File: config.mk
export PLATFORM = sky130hd
export DESIGN_NAME = hazard_unit_flat
export DESIGN_NICKNAME = d
export VERILOG_FILES = /design/src/rtl/hazard_unit_if.sv /design/src/rtl/hazard_unit.sv /design/src/flat_wrapper.sv
export SDC_FILE = /design/constraint.sdc
export NUM_CORES = 1
export LEC_CHECK = 0
export BUFFER_PORTS_ARGS = -buffer_cell sky130_fd_sc_hd__buf_2
export CAP_MARGIN = 15
export CORE_AREA = 2 2 100 63
export CTS_BUF_LIST = sky130_fd_sc_hd__clkbuf_2
export DETAILED_ROUTE_END_ITERATION = 8
export DIE_AREA = 0 0 102 65
export PLACE_DENSITY = 0.85
export SYNTH_ARGS = -nofsm -noshare
export SYNTH_HDL_FRONTEND = slang
export SYNTH_SLANG_ARGS = --single-unit
File: constraint.sdc
create_clock -name clk -period 1.4 [get_ports clk]
set_input_delay 0.07 -clock clk [delete_from_list [all_inputs] [get_ports clk]]
set_output_delay 0.07 -clock clk [all_outputs]
set_load 0.05 [all_outputs]
File: src/rtl/hazard_unit_if.sv
// Data-memory request/acknowledge handshake between the hazard unit and the data memory.
// The hazard unit holds data_req until the memory returns data_ok for the M-stage access.
interface hazard_unit_if;
   logic data_req;
   logic data_ok;

   modport master (
      output data_req,
      input  data_ok
   );

   modport slave (
      input  data_req,
      output data_ok
   );
endinterface

File: src/rtl/hazard_unit.sv
// Pipeline hazard unit: forwarding selects, load-use/branch stalls, data-memory wait FSM and
// multi-cycle divide wait counter. Define STALL_PERF_CNT_EN to enable the stall counters.
module hazard_unit #(
   parameter int unsigned DIV_CYCLES = 36,
   parameter int unsigned CNT_W      = 32
) (
   input  logic             clk,
   input  logic             rst,
   input  logic [4:0]       rsD,
   input  logic [4:0]       rtD,
   input  logic [4:0]       rsE,
   input  logic [4:0]       rtE,
   input  logic [4:0]       writeregE,
   input  logic [4:0]       writeregM,
   input  logic [4:0]       writeregW,
   input  logic             regwriteE,
   input  logic             regwriteM,
   input  logic             regwriteW,
   input  logic [3:0]       memtoregE,
   input  logic [3:0]       memtoregM,
   input  logic [3:0]       memwriteM,
   input  logic             branchD,
   input  logic             jrD,
   input  logic             divE,
   input  logic             excM,
   hazard_unit_if.master    memBus,
   output logic             forwardAD,
   output logic             forwardBD,
   output logic [1:0]       forwardAE,
   output logic [1:0]       forwardBE,
   output logic             stallF,
   output logic             stallD,
   output logic             stallE,
   output logic             stallM,
   output logic             stallW,
   output logic             flushD,
   output logic             flushE,
   output logic             flushM,
   output logic             flushW,
   output logic             div_done,
   output logic [CNT_W-1:0] perf_lw,
   output logic [CNT_W-1:0] perf_div,
   output logic [CNT_W-1:0] perf_mem
);

   localparam int unsigned CntBits = (DIV_CYCLES > 2) ? $clog2(DIV_CYCLES) : 1;

   typedef enum logic [1:0] {StIdle, StMem, StDiv} stateT;

   stateT              stateQ, stateD;
   logic [CntBits-1:0] divCntQ, divCntD;
   logic               doneQ, doneD;

   logic access, dataReqNow, memBusy, inDiv, divLast, divStart, divHold;
   logic lwStall, brStall;

   // Register 0 is hardwired, so a write to it never creates a dependency.
   function automatic logic regHit(input logic en, input logic [4:0] dst, input logic [4:0] src);
      return en && (dst != 5'd0) && (dst == src);
   endfunction

   always_comb begin
      forwardAD = regHit(regwriteM, writeregM, rsD);
      forwardBD = regHit(regwriteM, writeregM, rtD);
      if (regHit(regwriteM, writeregM, rsE)) begin
         forwardAE = 2'b10;
      end else if (regHit(regwriteW, writeregW, rsE)) begin
         forwardAE = 2'b01;
      end else begin
         forwardAE = 2'b00;
      end
      if (regHit(regwriteM, writeregM, rtE)) begin
         forwardBE = 2'b10;
      end else if (regHit(regwriteW, writeregW, rtE)) begin
         forwardBE = 2'b01;
      end else begin
         forwardBE = 2'b00;
      end
   end

   assign lwStall = (memtoregE != 4'd0) && (rtE != 5'd0) && ((rtE == rsD) || (rtE == rtD));
   assign brStall = (branchD || jrD) &&
                    (regHit(regwriteE, writeregE, rsD) || regHit(regwriteE, writeregE, rtD) ||
                     regHit(memtoregM != 4'd0, writeregM, rsD) ||
                     regHit(memtoregM != 4'd0, writeregM, rtD));

   assign access     = (memtoregM | memwriteM) != 4'd0;
   assign inDiv      = (stateQ == StDiv);
   // M is bubbled while a divide runs, so no access is started from DIV.
   assign dataReqNow = !excM && ((stateQ == StMem) || ((stateQ == StIdle) && access));
   assign memBusy    = dataReqNow && !memBus.data_ok;
   assign divLast    = inDiv && (divCntQ == CntBits'(1));
   assign divStart   = !excM && !inDiv && !memBusy && divE && !doneQ;
   assign divHold    = !excM && (divStart || (inDiv && !divLast));

   always_ff @(posedge clk or negedge rst) begin
      if (!rst) begin
         stateQ  <= StIdle;
         divCntQ <= '0;
         doneQ   <= 1'b0;
      end else begin
         stateQ  <= stateD;
         divCntQ <= divCntD;
         doneQ   <= doneD;
      end
   end

   always_comb begin
      stateD  = stateQ;
      divCntD = divCntQ;
      doneD   = doneQ;
      if (excM) begin
         stateD  = StIdle;
         divCntD = '0;
         doneD   = 1'b0;
      end else begin
         unique case (stateQ)
            StIdle, StMem: begin
               if (memBusy) begin
                  stateD = StMem;
               end else if (divStart) begin
                  stateD  = StDiv;
                  divCntD = CntBits'(DIV_CYCLES - 1);
               end else begin
                  stateD = StIdle;
               end
            end
            StDiv: begin
               divCntD = divCntQ - CntBits'(1);
               if (divLast) begin
                  stateD = StIdle;
               end
            end
            default: stateD = StIdle;
         endcase
         // Blocks a second done pulse while the finished divide may still sit in E.
         if (div_done) begin
            doneD = 1'b1;
         end else if (!stallE) begin
            doneD = 1'b0;
         end
      end
   end

   always_comb begin
      stallF          = 1'b0;
      stallD          = 1'b0;
      stallE          = 1'b0;
      stallM          = 1'b0;
      stallW          = 1'b0;
      flushD          = 1'b0;
      flushE          = 1'b0;
      flushM          = 1'b0;
      flushW          = 1'b0;
      memBus.data_req = dataReqNow;
      div_done        = divLast && !excM;
      if (excM) begin
         flushD = 1'b1;
         flushE = 1'b1;
         flushM = 1'b1;
         flushW = 1'b1;
      end else if (memBusy) begin
         stallF = 1'b1;
         stallD = 1'b1;
         stallE = 1'b1;
         stallM = 1'b1;
         flushW = 1'b1;
      end else if (divHold) begin
         stallF = 1'b1;
         stallD = 1'b1;
         stallE = 1'b1;
         flushM = 1'b1;
      end else if (lwStall || brStall) begin
         stallF = 1'b1;
         stallD = 1'b1;
         flushE = 1'b1;
      end
   end

`ifdef STALL_PERF_CNT_EN
   logic [CNT_W-1:0] perfLwQ, perfDivQ, perfMemQ;
   logic             lwBrSel, divSel;

   assign lwBrSel = !excM && !memBusy && !divHold && (lwStall || brStall);
   assign divSel  = !excM && (divStart || inDiv);

   always_ff @(posedge clk or negedge rst) begin
      if (!rst) begin
         perfLwQ  <= '0;
         perfDivQ <= '0;
         perfMemQ <= '0;
      end else begin
         if (lwBrSel && (perfLwQ != '1)) begin
            perfLwQ <= perfLwQ + CNT_W'(1);
         end
         if (divSel && (perfDivQ != '1)) begin
            perfDivQ <= perfDivQ + CNT_W'(1);
         end
         if (memBusy && (perfMemQ != '1)) begin
            perfMemQ <= perfMemQ + CNT_W'(1);
         end
      end
   end

   assign perf_lw  = perfLwQ;
   assign perf_div = perfDivQ;
   assign perf_mem = perfMemQ;
`else
   assign perf_lw  = '0;
   assign perf_div = '0;
   assign perf_mem = '0;
`endif

endmodule

File: src/flat_wrapper.sv
// flat-port wrapper written by rule: the top's interface ports become plain ports
module hazard_unit_flat 
#(
   parameter int unsigned DIV_CYCLES = 36,
   parameter int unsigned CNT_W      = 32
)
  (clk, rst, rsD, rtD, rsE, rtE, writeregE, writeregM, writeregW, regwriteE, regwriteM, regwriteW, memtoregE, memtoregM, memwriteM, branchD, jrD, divE, excM, forwardAD, forwardBD, forwardAE, forwardBE, stallF, stallD, stallE, stallM, stallW, flushD, flushE, flushM, flushW, div_done, perf_lw, perf_div, perf_mem, memBus_data_req, memBus_data_ok);
  hazard_unit_if memBus_i ();
  input  logic clk;
  input  logic rst;
  input  logic [4:0] rsD;
  input  logic [4:0] rtD;
  input  logic [4:0] rsE;
  input  logic [4:0] rtE;
  input  logic [4:0] writeregE;
  input  logic [4:0] writeregM;
  input  logic [4:0] writeregW;
  input  logic regwriteE;
  input  logic regwriteM;
  input  logic regwriteW;
  input  logic [3:0] memtoregE;
  input  logic [3:0] memtoregM;
  input  logic [3:0] memwriteM;
  input  logic branchD;
  input  logic jrD;
  input  logic divE;
  input  logic excM;
  output logic forwardAD;
  output logic forwardBD;
  output logic [1:0] forwardAE;
  output logic [1:0] forwardBE;
  output logic stallF;
  output logic stallD;
  output logic stallE;
  output logic stallM;
  output logic stallW;
  output logic flushD;
  output logic flushE;
  output logic flushM;
  output logic flushW;
  output logic div_done;
  output logic [CNT_W-1:0] perf_lw;
  output logic [CNT_W-1:0] perf_div;
  output logic [CNT_W-1:0] perf_mem;
  output wire logic [$bits(memBus_i.data_req)-1:0] memBus_data_req;
  input wire logic [$bits(memBus_i.data_ok)-1:0] memBus_data_ok;
  assign memBus_data_req = memBus_i.data_req;
  assign memBus_i.data_ok = memBus_data_ok;
  hazard_unit #(.DIV_CYCLES(DIV_CYCLES), .CNT_W(CNT_W)) u_core (.clk(clk), .rst(rst), .rsD(rsD), .rtD(rtD), .rsE(rsE), .rtE(rtE), .writeregE(writeregE), .writeregM(writeregM), .writeregW(writeregW), .regwriteE(regwriteE), .regwriteM(regwriteM), .regwriteW(regwriteW), .memtoregE(memtoregE), .memtoregM(memtoregM), .memwriteM(memwriteM), .branchD(branchD), .jrD(jrD), .divE(divE), .excM(excM), .memBus(memBus_i), .forwardAD(forwardAD), .forwardBD(forwardBD), .forwardAE(forwardAE), .forwardBE(forwardBE), .stallF(stallF), .stallD(stallD), .stallE(stallE), .stallM(stallM), .stallW(stallW), .flushD(flushD), .flushE(flushE), .flushM(flushM), .flushW(flushW), .div_done(div_done), .perf_lw(perf_lw), .perf_div(perf_div), .perf_mem(perf_mem));
endmodule
==> results.sh <==
export IMPL_outcome="finished, violations left"
export IMPL_violated_checks="negative setup slack"
export IMPL_antenna_found_initial=0
export IMPL_drv_cap=0
export IMPL_setup_slack_ns=-0.512
export IMPL_post_layout_power_mw=2.13
export IMPL_report_final_hold_viol_count=0
export IMPL_r2r_end="u_core.divCntQ[1]"
export IMPL_ctsHtreeMaxLevel=1
export IMPL_wire_per_inst_um=13.4
export IMPL_r2r_start="u_core.stateQ[0]"
export IMPL_die_area_mm2=0.00663
export IMPL_max_slew_margin_rel=0.553
export IMPL_synth_avg_cell_area_um2=7.73
export IMPL_synthToLayoutAreaGrowth_pct=47.7
export IMPL_yosys_cell_types_count=41
export IMPL_setup_repair_after_global_routing_missed_its_margin="true"
export IMPL_finalMaxSlewViolations=0
export IMPL_numCtsBuffers=3
export IMPL_first_global_vias=1897
export IMPL_port_buffer_count=72
export IMPL_design_portCount=170
export IMPL_final_antenna_net_count=0
export IMPL_drt_wl_total_um=6340
export IMPL_cell_pwr_density_mw_per_mm2=700
export IMPL_clockRootBuffer="clkbuf_2"
export IMPL_seq_area_frac_synth=0.109
export IMPL_core_area_mm2=0.00584
export IMPL_arrival_worst_endpoint_ns=1.84
export IMPL_mostFrequentLayoutCell="conb_1"
export IMPL_number_of_drc_violations_after_detailed_routing_iteration_0=106
export IMPL_r2r_cells=7
export IMPL_dp_hpwl_um=4840
export IMPL_type_of_destination_of_the_critical_path="output port"
export IMPL_async_reset_ff_frac=1.00
export IMPL_peakVddDrop_uv=283
export IMPL_initial_core_util=0.352
export IMPL_vias_per_cell=4.26
export IMPL_overflow=0
export IMPL_yosys_register_bits=9
export IMPL_drcViolationCount=0
export IMPL_crit_path_start_kind="register"
export IMPL_synth_main_ff_cell="dfrtp_1"
export IMPL_hold_path_class="input pin to asynchronous set/reset pin"
export IMPL_global_route_wire_length_before_repair_um=9180
export IMPL_fin_hold_ws_ns=0.201
export IMPL_max_freq_ghz=0.523
export IMPL_timing_worst_setup_path_type="register to output port"
export IMPL_grt_start_max_net_pins=16
export IMPL_timing_final_crit_period_ns=1.91
export IMPL_nets=449
export IMPL_total_leakage_power_nw=1.46
export IMPL_skew_ns=0.00958
export IMPL_synth_warning_count=0
export IMPL_die_height_um=65
export IMPL_rows=22
export IMPL_fin_crit_sh=1.37
export IMPL_detailroute_via_count=2014
export IMPL_synth_enable_flop_cells=0
export IMPL_diodes=0
export IMPL_tightestPinTransition_ns=0.664
export IMPL_critical_path_required_ns=1.33
export IMPL_synth_cells=266
export IMPL_synthesis_area_mm2=0.00206
export IMPL_cts_sinks=9
export IMPL_die_x_extent_um=102
export IMPL_setup_violations=22
export IMPL_routabilityCongestion=0.935
export IMPL_drt_pass1_iter_count=4
export IMPL_clkTransAtPathRegs_ns=0.10
export IMPL_final_layout_size_suffix_gt1_frac=0.452
export IMPL_leading_cell_types_in_the_layout_fill_and_taps_excluded="97 x conb_1, 54 x buf_4, 52 x buf_2"
export IMPL_r2r_slack_ns=-0.29
export IMPL_clock_latency_at_the_later_pin_of_the_worst_skew_pair_ns=0.25
export IMPL_cts_path_max_buffers=2
export IMPL_worstPathMaxFanout=2
export IMPL_tritoncts="built"
export IMPL_grtUsageTotal=0.175
synthesized netlist by cell type, types with 2 or more instances:
cell type  number  area [um2]
nor4_1          6        37.5
xnor2_1        28         245
nor3_1         11        55.1
inv_1           5        18.8
xor2_1         22         193
o21a_1          4        30.0
a211oi_1        4        30.0
o21ai_0         5        25.0
ha_1            2        25.0
dfrtp_1         9         225
a41oi_1         2        17.5
a21oi_1         8        40.0
or4_1           3        22.5
nor2_1         10        37.5
buf_4          99         743
nand3_1         8        40.0
clkbuf_1       10        37.5
nand2_1         3        11.3
and3_1          2        12.5
a31oi_1         3        18.8
nand2b_1        2        12.5
sequential cells by signal (all words and copies together), names as in the netlist:
register,cells
u_core.divCntQ,6
u_core.doneQ,1
u_core.stateQ,2
per-stage QoR:
step                      std cells  worst slack (ns)   util  setup TNS [ns]  cell area [um2]
after floorplan                 362            -0.646      -           -7.65             2600
final                           473            -0.512  0.521           -5.76             3040
after detailed placement        455            -0.380  0.452           -4.53             2640
after CTS                       469            -0.460  0.509           -4.54             2970
after global placement          455            -0.337  0.452           -4.19             2640
after global routing            473            -0.569  0.521           -6.97             3040
critical path: stages, from the launching register on:
cell      delay (ns)
dfrtp_1         0.42
nor3_4          0.27
a31oi_4         0.15
a211oi_4        0.27
buf_4           0.18
a41oi_4         0.10
buf_6           0.20
area by class of cell:
cell class                      count  area [um2]
Fill cell                         521        2800
Multi-Input combinational cell    236        1640
Timing Repair Buffer              135        1030
Sequential cell                     9         226
Tap cell                           84         105
Clock buffer                        4        20.0
Inverter                            5        18.8
per-layer routing:
| metal | GRT usage | vias to the layer above | wire (um) |
|---|---|---|---|
| li1 | - | 939 | - |
| met1 | 0.222 | 951 | 2640 |
| met2 | 0.308 | 110 | 3200 |
| met3 | 0.0205 | 14 | 361 |
| met4 | 0.0583 | 0 | 142 |
| met5 | 0 | - | 0 |
kinds of logic (layout without fill, tap and decap cells):
kind of cell / count (synthesis) / count (layout) / synth area share
AOI/OAI and AO/OA: 33 / 33 / 0.113
xor gates and xnor gates: 50 / 50 / 0.213
adders and majority gates: 2 / 2 / 0.0122
buffers and inverters: 117 / 144 / 0.399
DFF: 9 / 9 / 0.109
other: 1 / 97 / 0.00182
and+or+nand+nor: 54 / 54 / 0.152
where the power goes:
part / internal [mW] / switching (mW) / total (mW)
Combinational: 0.521 / 1.13 / 1.65
Clock: 0.0758 / 0.0986 / 0.174
Sequential: 0.283 / 0.0235 / 0.307
Total: 0.880 / 1.25 / 2.13
timing repair:
item,CTS,global route
pin swaps,15,5
hold buffers,1,0
setup buffers,11,5
endpoints found under the hold margin,9,0
setup endpoints to repair,23,23
resized for setup,62,10
worst max path at each step:
stage,from,to,slack [ns],depth (start not counted)
after detailed placement,writeregM[2],stallF,-0.38,8
after CTS,u_core.divCntQ[4],stallF,-0.46,6
after floorplan,u_core.stateQ[1],stallF,-0.65,4
final,u_core.divCntQ[4],stallF,-0.51,6
after global routing,u_core.divCntQ[4],stallD,-0.57,6
after global placement,u_core.divCntQ[2],stallF,-0.34,6
(Power assumes the default switching activity.)
